### src/rtl/fifo_pkg.sv
// Shared types and width helpers for the synchronous FIFO.
package fifo_pkg;

   typedef enum logic {STD, FWFT} fifo_mode_e;

   // Pointers carry one extra wrap bit above the storage address.
   function automatic int ptr_width(input int depth);
      return $clog2(depth) + 1;
   endfunction

   function automatic int count_width(input int depth);
      return $clog2(depth) + 1;
   endfunction

endpackage

### src/rtl/fifo_mem.sv
// FIFO storage: synchronous write, asynchronous read, no reset on contents.
module fifo_mem #(
   parameter int DataWidth = 8,
   parameter int AddrWidth = 3
) (
   input  logic                 i_clk,
   input  logic                 i_wr_en,
   input  logic [AddrWidth-1:0] i_wr_addr,
   input  logic [DataWidth-1:0] i_wr_data,
   input  logic [AddrWidth-1:0] i_rd_addr,
   output logic [DataWidth-1:0] o_rd_data
);

   localparam int Depth = 1 << AddrWidth;

   logic [DataWidth-1:0] mem [Depth];

   always_ff @(posedge i_clk) begin
      if (i_wr_en) mem[i_wr_addr] <= i_wr_data;
   end

   assign o_rd_data = mem[i_rd_addr];

endmodule

### src/rtl/sync_fifo.sv
// Single-clock FIFO with registered status flags and sticky error flags.
// Define SYNC_FIFO_FWFT_EN for first-word-fall-through reads; default is registered read.
module sync_fifo
   import fifo_pkg::*;
#(
   parameter int DataWidth         = 8,
   parameter int Depth             = 8,
   parameter int AlmostFullThresh  = Depth - 1,
   parameter int AlmostEmptyThresh = 1
) (
   input  logic                   i_clk,
   input  logic                   i_rst,
   input  logic                   i_wr_en,
   input  logic [DataWidth-1:0]   i_wr_data,
   input  logic                   i_rd_en,
   output logic [DataWidth-1:0]   o_rd_data,
   output logic                   o_rd_valid,
   output logic                   o_full,
   output logic                   o_empty,
   output logic                   o_almost_full,
   output logic                   o_almost_empty,
   output logic [$clog2(Depth):0] o_count,
   output logic                   o_overflow,
   output logic                   o_underflow,
   input  logic                   i_clr_flags
);

   localparam int AddrWidth = $clog2(Depth);
   localparam int PtrWidth  = ptr_width(Depth);
   localparam int CntWidth  = count_width(Depth);
   localparam logic [CntWidth-1:0] AfThresh = CntWidth'(AlmostFullThresh);
   localparam logic [CntWidth-1:0] AeThresh = CntWidth'(AlmostEmptyThresh);

`ifdef SYNC_FIFO_FWFT_EN
   localparam fifo_mode_e Mode = FWFT;
`else
   localparam fifo_mode_e Mode = STD;
`endif

   function automatic logic ptr_empty(input logic [PtrWidth-1:0] wp, input logic [PtrWidth-1:0] rp);
      return wp == rp;
   endfunction

   function automatic logic ptr_full(input logic [PtrWidth-1:0] wp, input logic [PtrWidth-1:0] rp);
      return (wp[AddrWidth-1:0] == rp[AddrWidth-1:0]) && (wp[AddrWidth] != rp[AddrWidth]);
   endfunction

   logic [PtrWidth-1:0]  wr_ptr_p0, rd_ptr_p0;
   logic [PtrWidth-1:0]  wr_ptr_p1, rd_ptr_p1;
   logic [CntWidth-1:0]  count_p0;
   logic                 wr_acc_p0, rd_acc_p0;
   logic [DataWidth-1:0] head_data;

   // Stage p0: accept decisions and next pointers from the current registered flags
   always_comb begin
      wr_acc_p0 = i_wr_en && !o_full;
      rd_acc_p0 = i_rd_en && !o_empty;
      wr_ptr_p0 = wr_ptr_p1 + PtrWidth'(wr_acc_p0);
      rd_ptr_p0 = rd_ptr_p1 + PtrWidth'(rd_acc_p0);
      count_p0  = CntWidth'(wr_ptr_p0 - rd_ptr_p0);
   end

   // Stage p1: pointers, occupancy and flags registered together
   always_ff @(posedge i_clk) begin
      if (i_rst) begin
         wr_ptr_p1      <= '0;
         rd_ptr_p1      <= '0;
         o_count        <= '0;
         o_empty        <= 1'b1;
         o_full         <= 1'b0;
         o_almost_empty <= 1'b1;
         o_almost_full  <= 1'b0;
         o_overflow     <= 1'b0;
         o_underflow    <= 1'b0;
      end else begin
         wr_ptr_p1      <= wr_ptr_p0;
         rd_ptr_p1      <= rd_ptr_p0;
         o_count        <= count_p0;
         o_empty        <= ptr_empty(wr_ptr_p0, rd_ptr_p0);
         o_full         <= ptr_full(wr_ptr_p0, rd_ptr_p0);
         o_almost_empty <= count_p0 <= AeThresh;
         o_almost_full  <= count_p0 >= AfThresh;
         // A new error event wins over a simultaneous clear.
         o_overflow     <= (i_wr_en && o_full)  || (o_overflow  && !i_clr_flags);
         o_underflow    <= (i_rd_en && o_empty) || (o_underflow && !i_clr_flags);
      end
   end

   fifo_mem #(
      .DataWidth (DataWidth),
      .AddrWidth (AddrWidth)
   ) u_mem (
      .i_clk     (i_clk),
      .i_wr_en   (wr_acc_p0),
      .i_wr_addr (wr_ptr_p1[AddrWidth-1:0]),
      .i_wr_data (i_wr_data),
      .i_rd_addr (rd_ptr_p1[AddrWidth-1:0]),
      .o_rd_data (head_data)
   );

   if (Mode == FWFT) begin : g_fwft
      assign o_rd_data  = head_data;
      assign o_rd_valid = !o_empty;
   end else begin : g_std
      // Stage p1: registered read word, valid for the single cycle after the pop
      always_ff @(posedge i_clk) begin
         if (i_rst) begin
            o_rd_valid <= 1'b0;
            o_rd_data  <= '0;
         end else begin
            o_rd_valid <= rd_acc_p0;
            if (rd_acc_p0) o_rd_data <= head_data;
         end
      end
   end

endmodule

### config.mk
export PLATFORM = sky130hd
export DESIGN_NAME = sync_fifo
export DESIGN_NICKNAME = d
export VERILOG_FILES = /design/src/rtl/fifo_pkg.sv /design/src/rtl/fifo_mem.sv /design/src/rtl/sync_fifo.sv
export SDC_FILE = /design/constraint.sdc
export NUM_CORES = 1
export LEC_CHECK = 0
export ABC_CLOCK_PERIOD_IN_PS = 3800
export CAP_MARGIN = 10
export CORE_MARGIN = 2
export CORE_UTILIZATION = 61
export DETAILED_ROUTE_END_ITERATION = 10
export MAX_ROUTING_LAYER = met4
export PLACE_DENSITY = 0.84
export SYNTH_ARGS = -nofsm -noshare
export SYNTH_HDL_FRONTEND = slang
export SYNTH_HIERARCHICAL = 1
export SYNTH_SLANG_ARGS = --single-unit
### constraint.sdc
create_clock -name i_clk -period 3.8 [get_ports i_clk]
set_input_delay 0.38 -clock i_clk [delete_from_list [all_inputs] [get_ports i_clk]]
set_output_delay 0.38 -clock i_clk [all_outputs]
set_load 0.1 [all_outputs]
==> results by group <==
STA
  – Final hold vios: 0
  – Worst Tran Pin Value: 1020 ps
  – Worst clock skew: 4.80 ps
  – Min Hold Slack: 465 ps
  – Peak Freq: 371 MHz
  – Post-route setup TNS: 0 ps
  – Final setup viols: 0
  – Min Tclk post-route: 2700 ps
  – Pins Over Slew Limit: 0
  – Tcrit/Tclk final: 71.0%
  – RSZ-0062 raised after global routing: no
  – Relative slew slack: 31.7%

Run status
  – Status: complete, no violations

CTS
  – CTS resizes: 0
  – CTS tree: built
  – Clock transition at path regs: 80 ps
  – Max clock buf depth: 2
  – Clock H-tree levels: 3
  – Total clock sinks: 91
  – Worst skew pair latency: 350 ps
  – Root Buffer: clkbuf_8
  – # Post-CTS Setup Buffers: 0
  – TritonCTS Buffers: 9
  – Hold_buf cts: 0

GRT
  – Total gr overflow: 0
  – Met1 GRT Util: 27.1%
  – Total Routing Usage GR: 21.4%
  – Vias in the first global route: 1813
  – Met2 Usage GRT: 33.3%
  – Largest net degree at the start of global routing: 29
  – Busiest grt layer: met2
  – First-pass GRT wire length: 9270 µm
  – Routing usage on met3: 5.06%
  – Initial antenna violation count: 0

Flow run
  – MaxCap Viol Count: 0

Setup path
  – Worst Setup End Kind: register
  – Critical path's slowest cell: clkdlybuf4s50_1
  – CP required: 4010 ps
  – Critical path's top delay family: adder cells
  – Crit Path Class: primary input to register
  – Crit-path max cell delay: 420 ps
  – WP buf/inv: 3
  – CP cell instances: clkdlybuf4s50_1 -> nand2b_1 -> inv_2 -> ha_1 -> ha_1 -> inv_1 -> ha_1 -> maj3_2 -> a31oi_1 -> xor2_1 -> o22ai_1
  – Critical path peak fanout: 10
  – Reg-to-reg slack, setup: 1160 ps
  – Most common cell on crit path: ha_1
  – Setup crit start kind: primary input
  – Signal arrival time at the worst endpoint: 2910 ps

Pwr
  – Pleak: 1.39 nW
  – Design Power: 2.18 mW
  – Worst IR drop on VDD: 0.000463 V
  – PwrDens: 533 mW/mm²

Cells and area
  – Fillers: 359
  – Nets: 268
  – Final Util: 73.4%
  – Sequential cell area: 0.00246 mm²
  – Area growth, synth to finish: 15.0%
  – Diodes inserted: 0
  – Layout cell share with drive strength beyond 1: 11.9%
  – Multi-input gate area: 0.00101 mm²

Drt
  – Drt drc: 0
  – DRT iter0 DRCs: 104
  – Wire length per cell: 18.2 µm
  – Vias post-DR: 1800
  – Residual antenna-violating net count after detailed routing: 0
  – Drt total wl: 5910 µm
  – First drt pass iteration count: 4
  – Routed vias/inst: 5.54

Die
  – Ports: 32
  – Core box area: 0.00557 mm²
  – Starting density of the core: 63.8%
  – Die area: 0.00646 mm²
  – Die width: 80.4 µm
  – FP Rows: 27
  – Die Span Y: 80.4 µm

Synthesis
  – Avg Cell Area, Syn: 16.8 µm²
  – Cells after synthesis: 212
  – Seq/Total Area, Yosys: 69.2%
  – Syn nets: 232
  – Number of synthesis warnings: 6
  – Cell Area, Synth: 0.00356 mm²
  – Synth Register Bits: 91
  – Synth cell types: 31

Placement
  – Number of port buffers: 31
  – Hpwl dp: 3840 µm
  – Routability congestion estimate: 0.790

Min path
  – Hold Crit Class: register to register
layer usage:
layer	vias up	part of all wire (%)
li1	872	-
met1	867	45
met2	49	49
met3	12	3.8
met4	0	2.0
met5	-	0
cell usage in the layout, fill, tap and decap left out, drive strengths merged:
cell type,count
a31oi,1
dfxtp,27
clkdlybuf4s50,31
mux4,16
a21oi,8
nor2b,3
clkinv,4
fa,1
nand3,3
ha,6
clkinvlp,3
clkbuf,9
maj3,1
a41o,1
nor2,19
or3,1
o22ai,1
edfxtp,64
nand2b,4
buf,3
a22oi,2
a31o,1
xnor2,5
nand2,18
inv,6
nor3,3
mux2,8
xor2,4
logic make-up after synthesis:
logic type | Yosys count | synth area share, %
xor+xnor | 9 | 2.64
simple gates | 51 | 6.16
fa+ha+maj | 8 | 2.99
mux | 24 | 14.3
compound gates | 14 | 2.43
flops | 91 | 69.2
buf+inv | 15 | 2.29
cell usage after synthesis:
| cell | n | share of area [%] |
|---|---|---|
| a21oi_1 | 8 | 1.1 |
| a22oi_1 | 2 | 0.42 |
| a31o_1 | 1 | 0.25 |
| a31oi_1 | 1 | 0.18 |
| a41o_1 | 1 | 0.28 |
| buf_1 | 3 | 0.32 |
| buf_12 | 1 | 0.56 |
| buf_2 | 1 | 0.14 |
| buf_6 | 1 | 0.32 |
| clkbuf_1 | 3 | 0.32 |
| dfxtp_1 | 27 | 15 |
| edfxtp_1 | 64 | 54 |
| fa_1 | 1 | 0.56 |
| ha_1 | 6 | 2.1 |
| inv_1 | 5 | 0.53 |
| inv_2 | 1 | 0.11 |
| maj3_2 | 1 | 0.32 |
| mux2_2 | 8 | 2.5 |
| mux4_1 | 15 | 11 |
| mux4_2 | 1 | 0.63 |
| nand2_1 | 18 | 1.9 |
| nand2b_1 | 4 | 0.70 |
| nand3_1 | 3 | 0.42 |
| nor2_1 | 19 | 2.0 |
| nor2b_1 | 3 | 0.53 |
| nor3_1 | 3 | 0.42 |
| o22ai_1 | 1 | 0.18 |
| or3_1 | 1 | 0.18 |
| xnor2_1 | 3 | 0.74 |
| xnor2_2 | 2 | 0.91 |
| xor2_1 | 4 | 0.99 |
tightest hold or removal path: stages (launching register included):
cell and delay, ps:
dfxtp_1 320, nand2_1 50, a21oi_1 60
path summary, 6_finish.rpt:
path                start       endpoint  cells past startpoint
max               i_rd_en  o_almost_full                     11
min          o_rd_data[2]   o_rd_data[2]                      2
max reg2reg       o_empty  o_almost_full                     10
min reg2reg  o_rd_data[2]   o_rd_data[2]                      2
through the flow:
stage	std cells	worst slack [ps]	instance area, µm²
after floorplan	212	648	3560
after global placement	309	826	3920
after detailed placement	309	737	3920
after CTS	325	1110	4090
after global routing	325	941	4090
final	325	1100	4090
area by class of cell:
type / instances / share of cell area, %
Sequential cell: 91 / 60.2
Clock buffer: 9 / 3.03
Clock inverter: 7 / 1.10
Multi-Input combinational cell: 106 / 24.8
Timing Repair Buffer: 34 / 8.14
Tap cell: 72 / 2.20
Inverter: 6 / 0.551
registers in the layout (all words and copies together), names as in the netlist:
name / count
u_mem/mem: 64
o_rd_data: 8
o_count: 4
rd_ptr_p1: 4
wr_ptr_p1: 4
o_almost_empty: 1
o_almost_full: 1
o_empty: 1
o_full: 1
o_overflow: 1
o_rd_valid: 1
o_underflow: 1
power breakdown:
group	total (mW)	switching (mW)	internal [mW]	leakage, nW
clock	0.561	0.328	0.233	0.0765
sequential	1.13	0.0201	1.11	0.802
combinational	0.488	0.335	0.153	0.507
total	2.18	0.683	1.50	1.39
Note: power is estimated with default switching activity, not from simulation.
